## src/rtl/cla_pkg.sv

```systemverilog
// cla_pkg: shared constants, stage-count helper and the pipeline stage record for pipelined_cla_adder.
package cla_pkg;
  localparam int CLA_GROUP_W = 4;
  localparam int CLA_MAX_W = 64;
  typedef struct packed {
    logic                 valid;
    logic [CLA_MAX_W-1:0] a_rem;
    logic [CLA_MAX_W-1:0] b_rem;
    logic [CLA_MAX_W-1:0] sum_done;
    logic                 carry;
    logic                 sub;
  } cla_stage_t;
  function automatic int cla_stages(input int width, input int chunk);
    return width / chunk;
  endfunction
endpackage

```

## src/rtl/cla_if.sv

```systemverilog
// cla_if: operand/result stream with valid/ready on both sides; sub exists only with CLA_ADDSUB_EN.
interface cla_if #(parameter int WIDTH = 32);
  logic             in_valid, in_ready, cin, out_valid, out_ready, cout, ovf;
  logic [WIDTH-1:0] a, b, sum;
`ifdef CLA_ADDSUB_EN
  logic             sub;
`endif
  modport master (
`ifdef CLA_ADDSUB_EN
    output sub,
`endif
    output in_valid, a, b, cin, out_ready,
    input  in_ready, out_valid, sum, cout, ovf
  );
  modport slave (
`ifdef CLA_ADDSUB_EN
    input  sub,
`endif
    input  in_valid, a, b, cin, out_ready,
    output in_ready, out_valid, sum, cout, ovf
  );
endinterface

```

## src/rtl/cla_group4.sv

```systemverilog
// cla_group4: combinational 4-bit carry-lookahead group (all carries from p/g and carry-in).
module cla_group4
  import cla_pkg::*;
(
  input  logic [CLA_GROUP_W-1:0] i_a,
  input  logic [CLA_GROUP_W-1:0] i_b,
  input  logic                   i_ci,
  output logic [CLA_GROUP_W-1:0] o_s,
  output logic                   o_co
);
  logic [CLA_GROUP_W-1:0] w_p, w_g;
  logic                   w_c1, w_c2, w_c3;
  assign w_p  = i_a ^ i_b;
  assign w_g  = i_a & i_b;
  assign w_c1 = w_g[0] | (w_p[0] & i_ci);
  assign w_c2 = w_g[1] | (w_p[1] & w_g[0]) | (&w_p[1:0] & i_ci);
  assign w_c3 = w_g[2] | (w_p[2] & w_g[1]) | (&w_p[2:1] & w_g[0]) | (&w_p[2:0] & i_ci);
  assign o_co = w_g[3] | (w_p[3] & w_g[2]) | (&w_p[3:2] & w_g[1]) | (&w_p[3:1] & w_g[0]) | (&w_p & i_ci);
  assign o_s  = w_p ^ {w_c3, w_c2, w_c1, i_ci};
endmodule

```

## src/rtl/pipelined_cla_adder.sv

```systemverilog
// pipelined_cla_adder: streaming WIDTH-bit adder resolving one CHUNK slice per pipeline stage.
// Define CLA_ADDSUB_EN to add the sub port (A - B when sub=1).
module pipelined_cla_adder
  import cla_pkg::*;
#(
  parameter int WIDTH = 32,
  parameter int CHUNK = 8
) (
  input logic  clk,
  input logic  rst,
  cla_if.slave bus
);
  localparam int STAGES = cla_stages(WIDTH, CHUNK);
  localparam int GROUPS = CHUNK / CLA_GROUP_W;
  if (WIDTH % CHUNK != 0 || CHUNK % CLA_GROUP_W != 0 || WIDTH > CLA_MAX_W) begin : g_bad_cfg
    $error("pipelined_cla_adder: WIDTH must be a multiple of CHUNK, CHUNK a multiple of 4, WIDTH <= 64");
  end
  cla_stage_t       r_st [STAGES];
  logic [STAGES:0]  w_rdy;
  logic             w_sub;
  cla_stage_t       w_o;
`ifdef CLA_ADDSUB_EN
  assign w_sub = bus.sub;
`else
  assign w_sub = 1'b0;
`endif
  // A stage may load when empty or when everything downstream is moving.
  always_comb begin
    w_rdy[STAGES] = bus.out_ready;
    for (int i = STAGES - 1; i >= 0; i--) w_rdy[i] = !r_st[i].valid || w_rdy[i+1];
  end
  assign bus.in_ready = w_rdy[0];
  for (genvar k = 0; k < STAGES; k++) begin : g_st
    cla_stage_t       w_d;
    logic [CHUNK-1:0] w_a, w_b, w_s;
    if (k == 0) begin : g_in
      assign w_d = '{valid: bus.in_valid, a_rem: CLA_MAX_W'(bus.a), b_rem: CLA_MAX_W'(bus.b),
                     sum_done: '0, carry: w_sub | bus.cin, sub: w_sub};
    end else begin : g_link
      assign w_d = r_st[k-1];
    end
    assign w_a = w_d.a_rem[k*CHUNK +: CHUNK];
    assign w_b = w_d.b_rem[k*CHUNK +: CHUNK] ^ {CHUNK{w_d.sub}};
    for (genvar j = 0; j < GROUPS; j++) begin : g_grp
      logic w_ci, w_co;
      if (j == 0) begin : g_first
        assign w_ci = w_d.carry;
      end else begin : g_next
        assign w_ci = g_grp[j-1].w_co;
      end
      cla_group4 u_grp (
        .i_a  (w_a[j*CLA_GROUP_W +: CLA_GROUP_W]),
        .i_b  (w_b[j*CLA_GROUP_W +: CLA_GROUP_W]),
        .i_ci (w_ci),
        .o_s  (w_s[j*CLA_GROUP_W +: CLA_GROUP_W]),
        .o_co (w_co)
      );
    end
    always_ff @(posedge clk)
      if (rst && k == STAGES - 1) r_st[k] <= '0;
      else if (rst) r_st[k].valid <= 1'b0;
      else if (w_rdy[k]) begin
        r_st[k] <= w_d;
        r_st[k].sum_done[k*CHUNK +: CHUNK] <= w_s;
        r_st[k].carry <= g_grp[GROUPS-1].w_co;
      end
  end
  assign w_o           = r_st[STAGES-1];
  assign bus.out_valid = w_o.valid;
  assign bus.sum       = w_o.sum_done[WIDTH-1:0];
  assign bus.cout      = w_o.carry;
  // Carry into the MSB is recovered as a ^ b' ^ sum at that bit.
  assign bus.ovf       = w_o.a_rem[WIDTH-1] ^ w_o.b_rem[WIDTH-1] ^ w_o.sub ^ w_o.sum_done[WIDTH-1] ^ w_o.carry;
endmodule

```

## src/flat_wrapper.sv

```systemverilog
// flat-port wrapper written by rule: the top's interface ports become plain ports
module pipelined_cla_adder_flat import cla_pkg::*;
#(
  parameter int WIDTH = 32,
  parameter int CHUNK = 8
)
  (clk, rst, bus_in_valid, bus_a, bus_b, bus_cin, bus_out_ready, bus_in_ready, bus_out_valid, bus_sum, bus_cout, bus_ovf);
  cla_if #(.WIDTH(WIDTH)) bus_i ();
  input logic clk;
  input logic rst;
  input wire logic [$bits(bus_i.in_valid)-1:0] bus_in_valid;
  input wire logic [$bits(bus_i.a)-1:0] bus_a;
  input wire logic [$bits(bus_i.b)-1:0] bus_b;
  input wire logic [$bits(bus_i.cin)-1:0] bus_cin;
  input wire logic [$bits(bus_i.out_ready)-1:0] bus_out_ready;
  output wire logic [$bits(bus_i.in_ready)-1:0] bus_in_ready;
  output wire logic [$bits(bus_i.out_valid)-1:0] bus_out_valid;
  output wire logic [$bits(bus_i.sum)-1:0] bus_sum;
  output wire logic [$bits(bus_i.cout)-1:0] bus_cout;
  output wire logic [$bits(bus_i.ovf)-1:0] bus_ovf;
  assign bus_i.in_valid = bus_in_valid;
  assign bus_i.a = bus_a;
  assign bus_i.b = bus_b;
  assign bus_i.cin = bus_cin;
  assign bus_i.out_ready = bus_out_ready;
  assign bus_in_ready = bus_i.in_ready;
  assign bus_out_valid = bus_i.out_valid;
  assign bus_sum = bus_i.sum;
  assign bus_cout = bus_i.cout;
  assign bus_ovf = bus_i.ovf;
  pipelined_cla_adder #(.WIDTH(WIDTH), .CHUNK(CHUNK)) u_core (.clk(clk), .rst(rst), .bus(bus_i));
endmodule
```

## config.mk

```make
export PLATFORM = sky130hd
export DESIGN_NAME = pipelined_cla_adder_flat
export DESIGN_NICKNAME = d
export VERILOG_FILES = /design/src/rtl/cla_pkg.sv /design/src/rtl/cla_if.sv /design/src/rtl/cla_group4.sv /design/src/rtl/pipelined_cla_adder.sv /design/src/flat_wrapper.sv
export SDC_FILE = /design/constraint.sdc
export NUM_CORES = 1
export LEC_CHECK = 0
export BUFFER_PORTS_ARGS = -buffer_cell sky130_fd_sc_hd__buf_2
export CORE_MARGIN = 2
export CORE_UTILIZATION = 60
export DETAILED_ROUTE_END_ITERATION = 12
export HOLD_SLACK_MARGIN = 0.15
export PLACE_DENSITY = 0.84
export SLEW_MARGIN = 0
export SYNTH_ARGS = -nofsm -noshare
export SYNTH_HDL_FRONTEND = slang
export SYNTH_SLANG_ARGS = --single-unit
```

## constraint.sdc

```tcl
create_clock -name clk -period 6.85 [get_ports clk]
set_input_delay 1.0275 -clock clk [delete_from_list [all_inputs] [get_ports clk]]
set_output_delay 1.0275 -clock clk [all_outputs]
set_load 0.05 [all_outputs]
```

==> summary.md, run 1 <==
| Metric | Value |
|---|---|
| Critical Path Start Type | input port |
| Longest Clk Path Bufs | 2 |
| Via count of the first global-routing pass | 3,768 |
| Worst endpoint data arrival time | 2.38 ns |
| Synth top area share | 0.736 |
| Post-Route Hold Slack | 0.415 ns |
| CTS H-tree depth | 4 |
| Leakage power | 3.48 nW |
| Worst slew margin | 0.309 |
| Maximum number of pins on one net before global-route repair | 59 |
| Max Slew Vio Count | 0 |
| Worst clock skew on the final layout | 0.00666 ns |
| Synth warnings | 0 |
| CP Launch Point | bus_out_ready |
| TritonCTS clock tree | yes |
| Number of max-cap violations | 0 |
| Die outline height | 116 µm |
| Final period demand of the worst path | 3.40 ns |
| Number of antenna violations at the first check in global routing | 0 |
| All-layer global routing usage | 0.173 |
| Clock slew seen by the registers of the worst setup and hold paths | 0.06 ns |
| Netlist area before placement | 0.00759 mm² |
| Initial Util | 0.609 |
| First-pass GRT wire length | 17.2 mm |
| Cell type with the largest total area after synthesis | edfxtp_1 |
| Setup slack, reg-to-reg | 4.49 ns |
| Tightest Pin Transition | 1.04 ns |
| Setup slack after layout | 3.45 ns |
| # port buffers | 104 |
| Count of routing violations after the opening detailed-route iteration | 183 |
| Largest regs | u_core.r_st: 186 flops |
| Most used cells in the layout excluding fill and tap cells | 186 x edfxtp_1, 104 x buf_2, 32 x ha_1 |
| Cell types with the largest area share after synthesis | edfxtp_1 74%, ha_1 5.3%, buf_4 3.2% |
| Worst setup path end | bus_in_ready |
| Launch point of the worst reg-to-reg path | u_core.r_st[1][156] |
| Final setup violation count | 0 |
| Final RePlAce weighted congestion | 0.813 |
| Post-CTS Setup Repair Bufs | 0 |
| Detailed-placement wirelength estimate | 7.16 mm |
| Number of vias after detailed routing | 3,670 |
| Final Total Pwr | 2.69 mW |
| Hold Fails Final Rpt | 0 |
| Largest vdd supply drop | 0.200 mV |
| Synth Area per Inst | 17.4 µm² |
| DR WL/cell | 15.2 µm |
| Max Clk Rate | 0.294 GHz |
| Latest clock arrival within the worst-skew pair | 0.42 ns |
| Area of the die | 0.0136 mm² |
| Layout overhead on the synthesized area | 14.7% |
| Post-placement cell count | 678 |
| Aggregate global routing overflow | 0 |
| Number of nets in the final layout | 634 |
| Die W | 116 µm |
| Root buffer cell | clkbuf_16 |
| Setup TNS Final | 0 ns |
| Total iterations of the first detailed-routing run | 4 |
| Number of distinct standard cells referenced by the synthesized netlist | 42 |
| Most frequent standard cell in the layout excluding fill and tap cells | edfxtp_1 |
| Per-cell via count in the routed design | 5.18 |
| RSZ-0062 raised after global routing | no |
| Max reg flops | 186 |
| Core Region | 0.0125 mm² |
| Required time at the endpoint of the critical path | 5.82 ns |
| Final cell count without fillers | 709 |
| Hold-fix buffers, CTS | 0 |
| Number of instances in the synthesized netlist | 436 |
| Boundary Pins | 105 |
| Standard-cell row count | 41 |
| Result of the run | finished clean |
| Critical path type | input port to primary output |
| # diodes | 0 |
| Post-synth EDFFs | 186 |
| Reg2reg path depth | 7 |
| Cell area reported after detailed placement | 0.00813 mm² |
| Flip-flop and latch count after synthesis | 186 |
| Maximum net fanout on the critical path | 6 |
| Layout cells sized above 1 | 0.285 |
| Most frequently used flop master after synthesis | edfxtp_1 |
| Power per Cell Area | 309 mW/mm² |
| Share of the cycle needed by the critical path after routing | 0.497 |
| Post-layout util | 0.698 |
| Worst setup EP type | primary output |
| R2r endpoint | u_core.r_st[1][226] |
| Number of sinks driven by the clock tree | 186 |
| Ys async rst share | 0 |
| Dpl ws | 3.46 ns |
| Post-route design area | 0.00871 mm² |
| Type of the worst min-delay path | register to register |
| Synth Net Count | 545 |
| Count of cells resized by post-cts repair | 0 |
| Number of remaining DRC errors | 0 |
| Register with the most flip-flops | u_core.r_st |
| TritonCTS Buffers | 17 |
| Register area share after synthesis | 0.736 |
| WL final | 10.8 mm |
| Number of antenna-violating nets in the routed design | 0 |
==> critical path: stages <==
cell,delay (ns)
buf_2,0.10
nor2b_1,0.46
and3_1,0.45
nand2_1,0.11
buf_2,0.22
==> Yosys cell counts, types with 2 or more instances <==
cell type / number
a21o_2: 2
a211oi_2: 3
and2_1: 31
nor3_1: 4
xnor2_1: 12
or4_1: 2
or3_1: 2
o21a_1: 2
o21ai_0: 8
buf_4: 32
nand2b_1: 3
o211a_1: 2
ha_1: 32
o21bai_2: 3
nand3_1: 3
nand3b_1: 2
a21boi_0: 3
nor2_1: 9
and3_1: 6
a21oi_1: 12
a2111oi_4: 3
clkbuf_1: 4
xor2_1: 8
a211oi_1: 3
a21o_1: 12
inv_1: 16
fa_1: 8
nand2_1: 8
o21bai_1: 3
edfxtp_1: 186
==> worst min path at each step <==
stage	startpoint	to	slack (ns)	cells past startpoint
6_report	u_core.r_st[0][89]	u_core.r_st[0][284]	0.42	0
3_5_place_dp	u_core.r_st[0][148]	u_core.r_st[0][343]	0.40	0
4_1_cts	u_core.r_st[0][89]	u_core.r_st[0][284]	0.42	0
2_1_floorplan	u_core.r_st[0][2]	u_core.r_st[0][197]	0.40	0
5_1_grt	u_core.r_st[0][210]	u_core.r_st[1][15]	0.42	0
3_3_place_gp	u_core.r_st[0][208]	u_core.r_st[1][13]	0.40	0
==> power breakdown <==
| group | internal, mW | switching (mW) |
|---|---|---|
| sequential | 1.39 | 0.0333 |
| clock | 0.567 | 0.383 |
| combinational | 0.117 | 0.207 |
| total | 2.07 | 0.624 |
==> routing by layer <==
layer	global-route usage	part of all wire
met1	0.189	0.38
met2	0.308	0.54
met3	0.0493	0.048
met4	0.0889	0.030
met5	0	0
==> cell type report <==
class	count	area, µm²
Inverter	16	60.1
Sequential cell	186	5590
Clock inverter	13	153
Clock buffer	18	429
Multi-Input combinational cell	197	1720
Fill cell	784	3760
Timing Repair Buffer	107	543
Tap cell	172	215
==> kinds of logic (layout without fill, tap and decap cells) <==
| kind of cell | after synthesis | after routing | share of synthesized area |
|---|---|---|---|
| compound gates | 62 | 62 | 0.0687 |
| buf+inv | 53 | 154 | 0.0422 |
| mux | 1 | 1 | 0.00148 |
| simple gates | 74 | 74 | 0.0550 |
| fa+ha+maj | 40 | 40 | 0.0738 |
| xor+xnor | 20 | 20 | 0.0231 |
| flops | 186 | 186 | 0.736 |
No activity file was read; power rests on OpenSTA's default activity.
==> run 2: changes to the inputs <==
Settings changed: CORE_UTILIZATION 60 to 52, PLACE_DENSITY 0.84 to 0.77.
Clock period 6.85 ns to 3.1 ns, I/O delays scaled along.
==> run 2 against run 1 <==
Compared with the run above:
- worst setup slack got worse by 2.9 ns
- critical path depth shrank 1
- non-clock buffer count grew 1
- cell count is 2.0% higher
- sequential power grew 120%
- count of clock-buffer cells in the layout decreased by 1
- die area up 15%
- flip-flop and latch count stayed put
- largest power group unchanged
- cell area increased by 0.26%
- via count down 1.6%
- largest cell class unchanged
- hold slack got worse by 0.20 ns
- power up 120%
==> summary.md, run 2 (same netlist as run 1, synthesis figures left out) <==
| Metric | Value |
|---|---|
| Most used cells in the layout excluding fill and tap cells | 186 x edfxtp_1, 104 x buf_2, 32 x ha_1 |
| CTS H-tree depth | 4 |
| Reg2reg path depth | 4 |
| Result of the run | finished clean |
| Hold-fix buffers, CTS | 0 |
| Count of cells resized by post-cts repair | 0 |
| Instance count along the most critical hold path | 1 |
| Root buffer cell | clkbuf_16 |
| # port buffers | 104 |
| Area used by multi-input combinational logic | 0.00172 mm² |
| Required time at the endpoint of the critical path | 2.63 ns |
| Final Total Pwr | 5.88 mW |
| Die outline height | 125 µm |
| Boundary Pins | 105 |
| Longest Clk Path Bufs | 2 |
| Layout overhead on the synthesized area | 15.0% |
| Post-layout util | 0.605 |
| Number of antenna violations at the first check in global routing | 0 |
| Latest clock arrival within the worst-skew pair | 0.42 ns |
| Aggregate global routing overflow | 0 |
| Maximum net fanout on the critical path | 6 |
| Layout cells sized above 1 | 0.293 |
| Detailed-placement wirelength estimate | 7.30 mm |
| DR WL/cell | 14.5 µm |
| Number of sinks driven by the clock tree | 186 |
| Worst slew margin | 0.353 |
| Setup TNS Final | 0 ns |
| Post-placement cell count | 691 |
| Largest regs | u_core.r_st: 186 flops |
| Count of routing violations after the opening detailed-route iteration | 216 |
| All-layer global routing usage | 0.146 |
| Number of remaining DRC errors | 0 |
| Setup slack after layout | 0.578 ns |
| Max Slew Vio Count | 0 |
| Hold Fails Final Rpt | 0 |
| Area of the die | 0.0156 mm² |
| Number of max-cap violations | 0 |
| RSZ-0062 raised after global routing | no |
| Worst clock skew on the final layout | 0.00702 ns |
| Tightest Pin Transition | 0.969 ns |
| Number of nets in the final layout | 635 |
| Final cell count without fillers | 723 |
| Die W | 125 µm |
| Worst setup EP type | primary output |
| Most frequent standard cell in the layout excluding fill and tap cells | edfxtp_1 |
| # diodes | 0 |
| WL final | 10.5 mm |
| Critical path type | register to primary output |
| TritonCTS Buffers | 17 |
| Share of the cycle needed by the critical path after routing | 0.814 |
| Initial Util | 0.526 |
| Final period demand of the worst path | 2.52 ns |
| Max Clk Rate | 0.396 GHz |
| Max reg flops | 186 |
| Per-cell via count in the routed design | 4.99 |
| Critical Path Start Type | register |
| Total area of sequential cells | 0.00559 mm² |
| Power per Cell Area | 673 mW/mm² |
| Number of vias after detailed routing | 3,611 |
| Via count of the first global-routing pass | 3,679 |
| Total iterations of the first detailed-routing run | 4 |
| Core Region | 0.0144 mm² |
| Layout fillers | 1,084 |
| First-pass GRT wire length | 17.3 mm |
| Standard-cell row count | 44 |
| Worst endpoint data arrival time | 2.06 ns |
| Post-CTS Setup Repair Bufs | 0 |
| Final RePlAce weighted congestion | 0.813 |
| Largest vdd supply drop | 0.369 mV |
| Type of the worst min-delay path | input port to register |
| Dpl ws | 0.704 ns |
| TritonCTS clock tree | yes |
| Clock slew seen by the registers of the worst setup and hold paths | 0.07 ns |
| Final setup violation count | 0 |
| Leakage power | 3.49 nW |
| Maximum number of pins on one net before global-route repair | 50 |
| Number of antenna-violating nets in the routed design | 0 |
| Register with the most flip-flops | u_core.r_st |
## run 2: changes by cell type in the layout (fill, tap and decap cells not counted)
cell        change
clkbuf_1        -1
inv_6           +1
inv_8           +2
clkinv_1        -2
clkinv_4        +4
clkinvlp_4      -1
buf_12          +1
bufinv_16       -2
## run 2: final cells by class
class                           instances  area share
Clock inverter                         15      0.0165
Clock buffer                           17      0.0487
Tap cell                              184      0.0264
Sequential cell                       186       0.640
Timing Repair Buffer                  108      0.0645
Multi-Input combinational cell        197       0.197
Inverter                               16     0.00688
## run 2: report_power, final
group / leakage (nW) / internal [mW] / switching [mW] / total, mW
Sequential: 1.89 / 3.06 / 0.0688 / 3.13
Clock: 0.267 / 1.12 / 0.913 / 2.03
Combinational: 1.33 / 0.260 / 0.451 / 0.711
Total: 3.49 / 4.44 / 1.43 / 5.88
## run 2: routing by layer
layer / share of wire / wire length, µm / track usage
met4: 0.026 / 271 / 0.0830
met1: 0.40 / 4210 / 0.159
met5: 0 / 0 / 0
met2: 0.53 / 5520 / 0.254
met3: 0.045 / 474 / 0.0430
## run 2: final timing paths
kind	startpoint	endpoint	slack, ns
max	u_core.r_st[1][389]	bus_in_ready	0.58
min	bus_b[29]	u_core.r_st[0][95]	0.21
max reg2reg	u_core.r_st[1][389]	u_core.r_st[0][144]	0.82
min reg2reg	u_core.r_st[0][285]	u_core.r_st[1][90]	0.42
## run 2: stage by stage
stage / instance area (µm²) / hold slack (ns)
CTS: 8730 / 0.190
global placement: 8160 / 0.401
finish: 8730 / 0.213
floorplan: 7610 / 0.400
detailed placement: 8160 / 0.405
global route: 8730 / 0.189
## run 2: worst max-delay path, cell delays in order, from the launching register on
cell	delay, ns
edfxtp_1	0.33
nor2b_1	0.51
and3_1	0.46
nand2_1	0.10
buf_2	0.22
==> run 3: changes to the inputs <==
Clock period 3.1 ns to 2.05 ns, I/O delays scaled along.
==> run 3 against run 2 <==
Compared with the run above:
- the run now ends with setup timing left
- sequential power grew 51%
- wire length grew 10%
- clock skew grew 0.0015 ns
- worst setup slack got worse by 0.58 ns
- power increased by 52%
- count of clock-buffer cells in the layout up 2
- non-clock buffer count grew 65
- via count grew 8.4%
- critical path depth up 2
- highest routed layer unchanged
==> summary.md, run 3 (same netlist as run 1, synthesis figures left out) <==
| Metric | Value |
|---|---|
| Standard-cell row count | 44 |
| Worst clock skew on the final layout | 0.00856 ns |
| TritonCTS Buffers | 17 |
| Die W | 125 µm |
| Final period demand of the worst path | 2.05 ns |
| Maximum net fanout on the critical path | 3 |
| Via count of the first global-routing pass | 4,178 |
| Largest vdd supply drop | 0.656 mV |
| Die outline height | 125 µm |
| Number of max-cap violations | 0 |
| First-pass GRT wire length | 19.1 mm |
| Longest Clk Path Bufs | 2 |
| Max Slew Vio Count | 0 |
| Number of vias after detailed routing | 3,914 |
| Area of the die | 0.0156 mm² |
| Max reg flops | 186 |
| RSZ-0062 raised after global routing | yes |
| Register with the most flip-flops | u_core.r_st |
| Per-cell via count in the routed design | 4.97 |
| Setup slack after layout | -0.00310 ns |
| Final Total Pwr | 8.93 mW |
| Number of nets in the final layout | 700 |
| Worst endpoint data arrival time | 2.24 ns |
| Share of the cycle needed by the critical path after routing | 1.00 |
| Most used cells in the layout excluding fill and tap cells | 186 x edfxtp_1, 104 x buf_2, 48 x dlygate4sd3_1 |
| Core Region | 0.0144 mm² |
| Detailed-placement wirelength estimate | 7.45 mm |
| # port buffers | 104 |
| Number of remaining DRC errors | 0 |
| Violations in the final reports | setup timing |
| Max Clk Rate | 0.487 GHz |
| Final setup violation count | 1 |
| Power per Cell Area | 948 mW/mm² |
| Boundary Pins | 105 |
| Count of routing violations after the opening detailed-route iteration | 142 |
| TritonCTS clock tree | yes |
| Setup TNS Final | -0.00310 ns |
| Latest clock arrival within the worst-skew pair | 0.42 ns |
| DR WL/cell | 14.7 µm |
| Cell area reported after detailed placement | 0.00830 mm² |
| Clock slew seen by the registers of the worst setup and hold paths | 0.06 ns |
| Worst setup EP type | register |
| Post-layout util | 0.653 |
| CTS H-tree depth | 4 |
| Most frequent standard cell in the layout excluding fill and tap cells | edfxtp_1 |
| Required time at the endpoint of the critical path | 2.23 ns |
| Total iterations of the first detailed-routing run | 4 |
| Number of sinks driven by the clock tree | 186 |
| Post-route design area | 0.00942 mm² |
| All-layer global routing usage | 0.160 |
| Hold Fails Final Rpt | 0 |
| Largest regs | u_core.r_st: 186 flops |
| Tightest Pin Transition | 0.398 ns |
| Aggregate global routing overflow | 0 |
| Critical path type | register to register |
| Critical Path Start Type | register |
| Layout fillers | 1,022 |
| Maximum number of pins on one net before global-route repair | 50 |
| Leakage power | 3.77 nW |
| WL final | 11.6 mm |
| Dpl ws | -0.103 ns |
| Number of antenna-violating nets in the routed design | 0 |
| Root buffer cell | clkbuf_16 |
| Initial Util | 0.526 |
| Result of the run | finished, violations left |
| Type of the worst min-delay path | input port to register |
| Worst slew margin | 0.734 |
| Layout cells sized above 1 | 0.307 |
| Layout overhead on the synthesized area | 24.1% |
| Number of antenna violations at the first check in global routing | 1 |
| Final RePlAce weighted congestion | 0.821 |
-- run 3: cell count changes in the layout (fill, tap and decap cells not counted), sizes merged --
| cell | before | now |
|---|---|---|
| clkbuf | 17 | 19 |
| diode | 0 | 1 |
| clkinv | 6 | 7 |
| dlygate4sd3 | 0 | 48 |
| buf | 108 | 125 |
| inv | 20 | 16 |
-- run 3: layout make-up --
cell class                      count  area (µm²)  area share
Inverter                           16        60.1     0.00638
Clock buffer                       19         433      0.0460
Antenna cell                        1        2.50    0.000266
Clock inverter                     12         104      0.0110
Sequential cell                   186        5590       0.593
Tap cell                          184         230      0.0244
Multi-Input combinational cell    197        1810       0.192
Timing Repair Buffer              173        1200       0.127
-- run 3: layer usage --
metal	part of all wire	track usage
met1	0.38	0.169
met2	0.54	0.286
met3	0.043	0.0425
met4	0.038	0.0954
met5	0	0
-- run 3: final timing paths --
| check | from | to | slack [ns] | cells after the start |
|---|---|---|---|---|
| min reg2reg | u_core.r_st[0][83] | u_core.r_st[0][278] | 0.42 | 0 |
| max | u_core.r_st[1][154] | u_core.r_st[1][225] | -0.003 | 6 |
| min | bus_in_valid | u_core.r_st[0][194] | 0.18 | 2 |
| max reg2reg | u_core.r_st[1][154] | u_core.r_st[1][225] | -0.003 | 6 |
-- run 3: what timing repair did --
action,in CTS,in global routing
buffers inserted,2,2
hold buffers,48,0
hold endpoints to repair,48,0
endpoints found under the setup margin,5,6
resized for setup,6,6
pin swaps,7,5
cloned,0,0
-- run 3: stage by stage --
step | std cells | hold WS, ns
3_5_place_dp | 704 | 0.405
2_1_floorplan | 436 | 0.400
6_report | 788 | 0.177
3_3_place_gp | 704 | 0.402
5_1_grt | 788 | 0.187
4_1_cts | 785 | 0.152
-- run 3: power by group --
group | internal [mW] | switching (mW) | leakage (nW)
Clock | 1.65 | 1.30 | 0.250
Sequential | 4.63 | 0.109 | 1.89
Combinational | 0.515 | 0.724 | 1.63
Total | 6.80 | 2.13 | 3.77
-- run 3: critical path, cell delays in order, from the launching register on --
cell and delay, ns:
edfxtp_1 0.40, ha_1 0.32, a21o_1 0.19, a22oi_2 0.21, nand2b_1 0.13, fa_2 0.42
and2_4 0.14
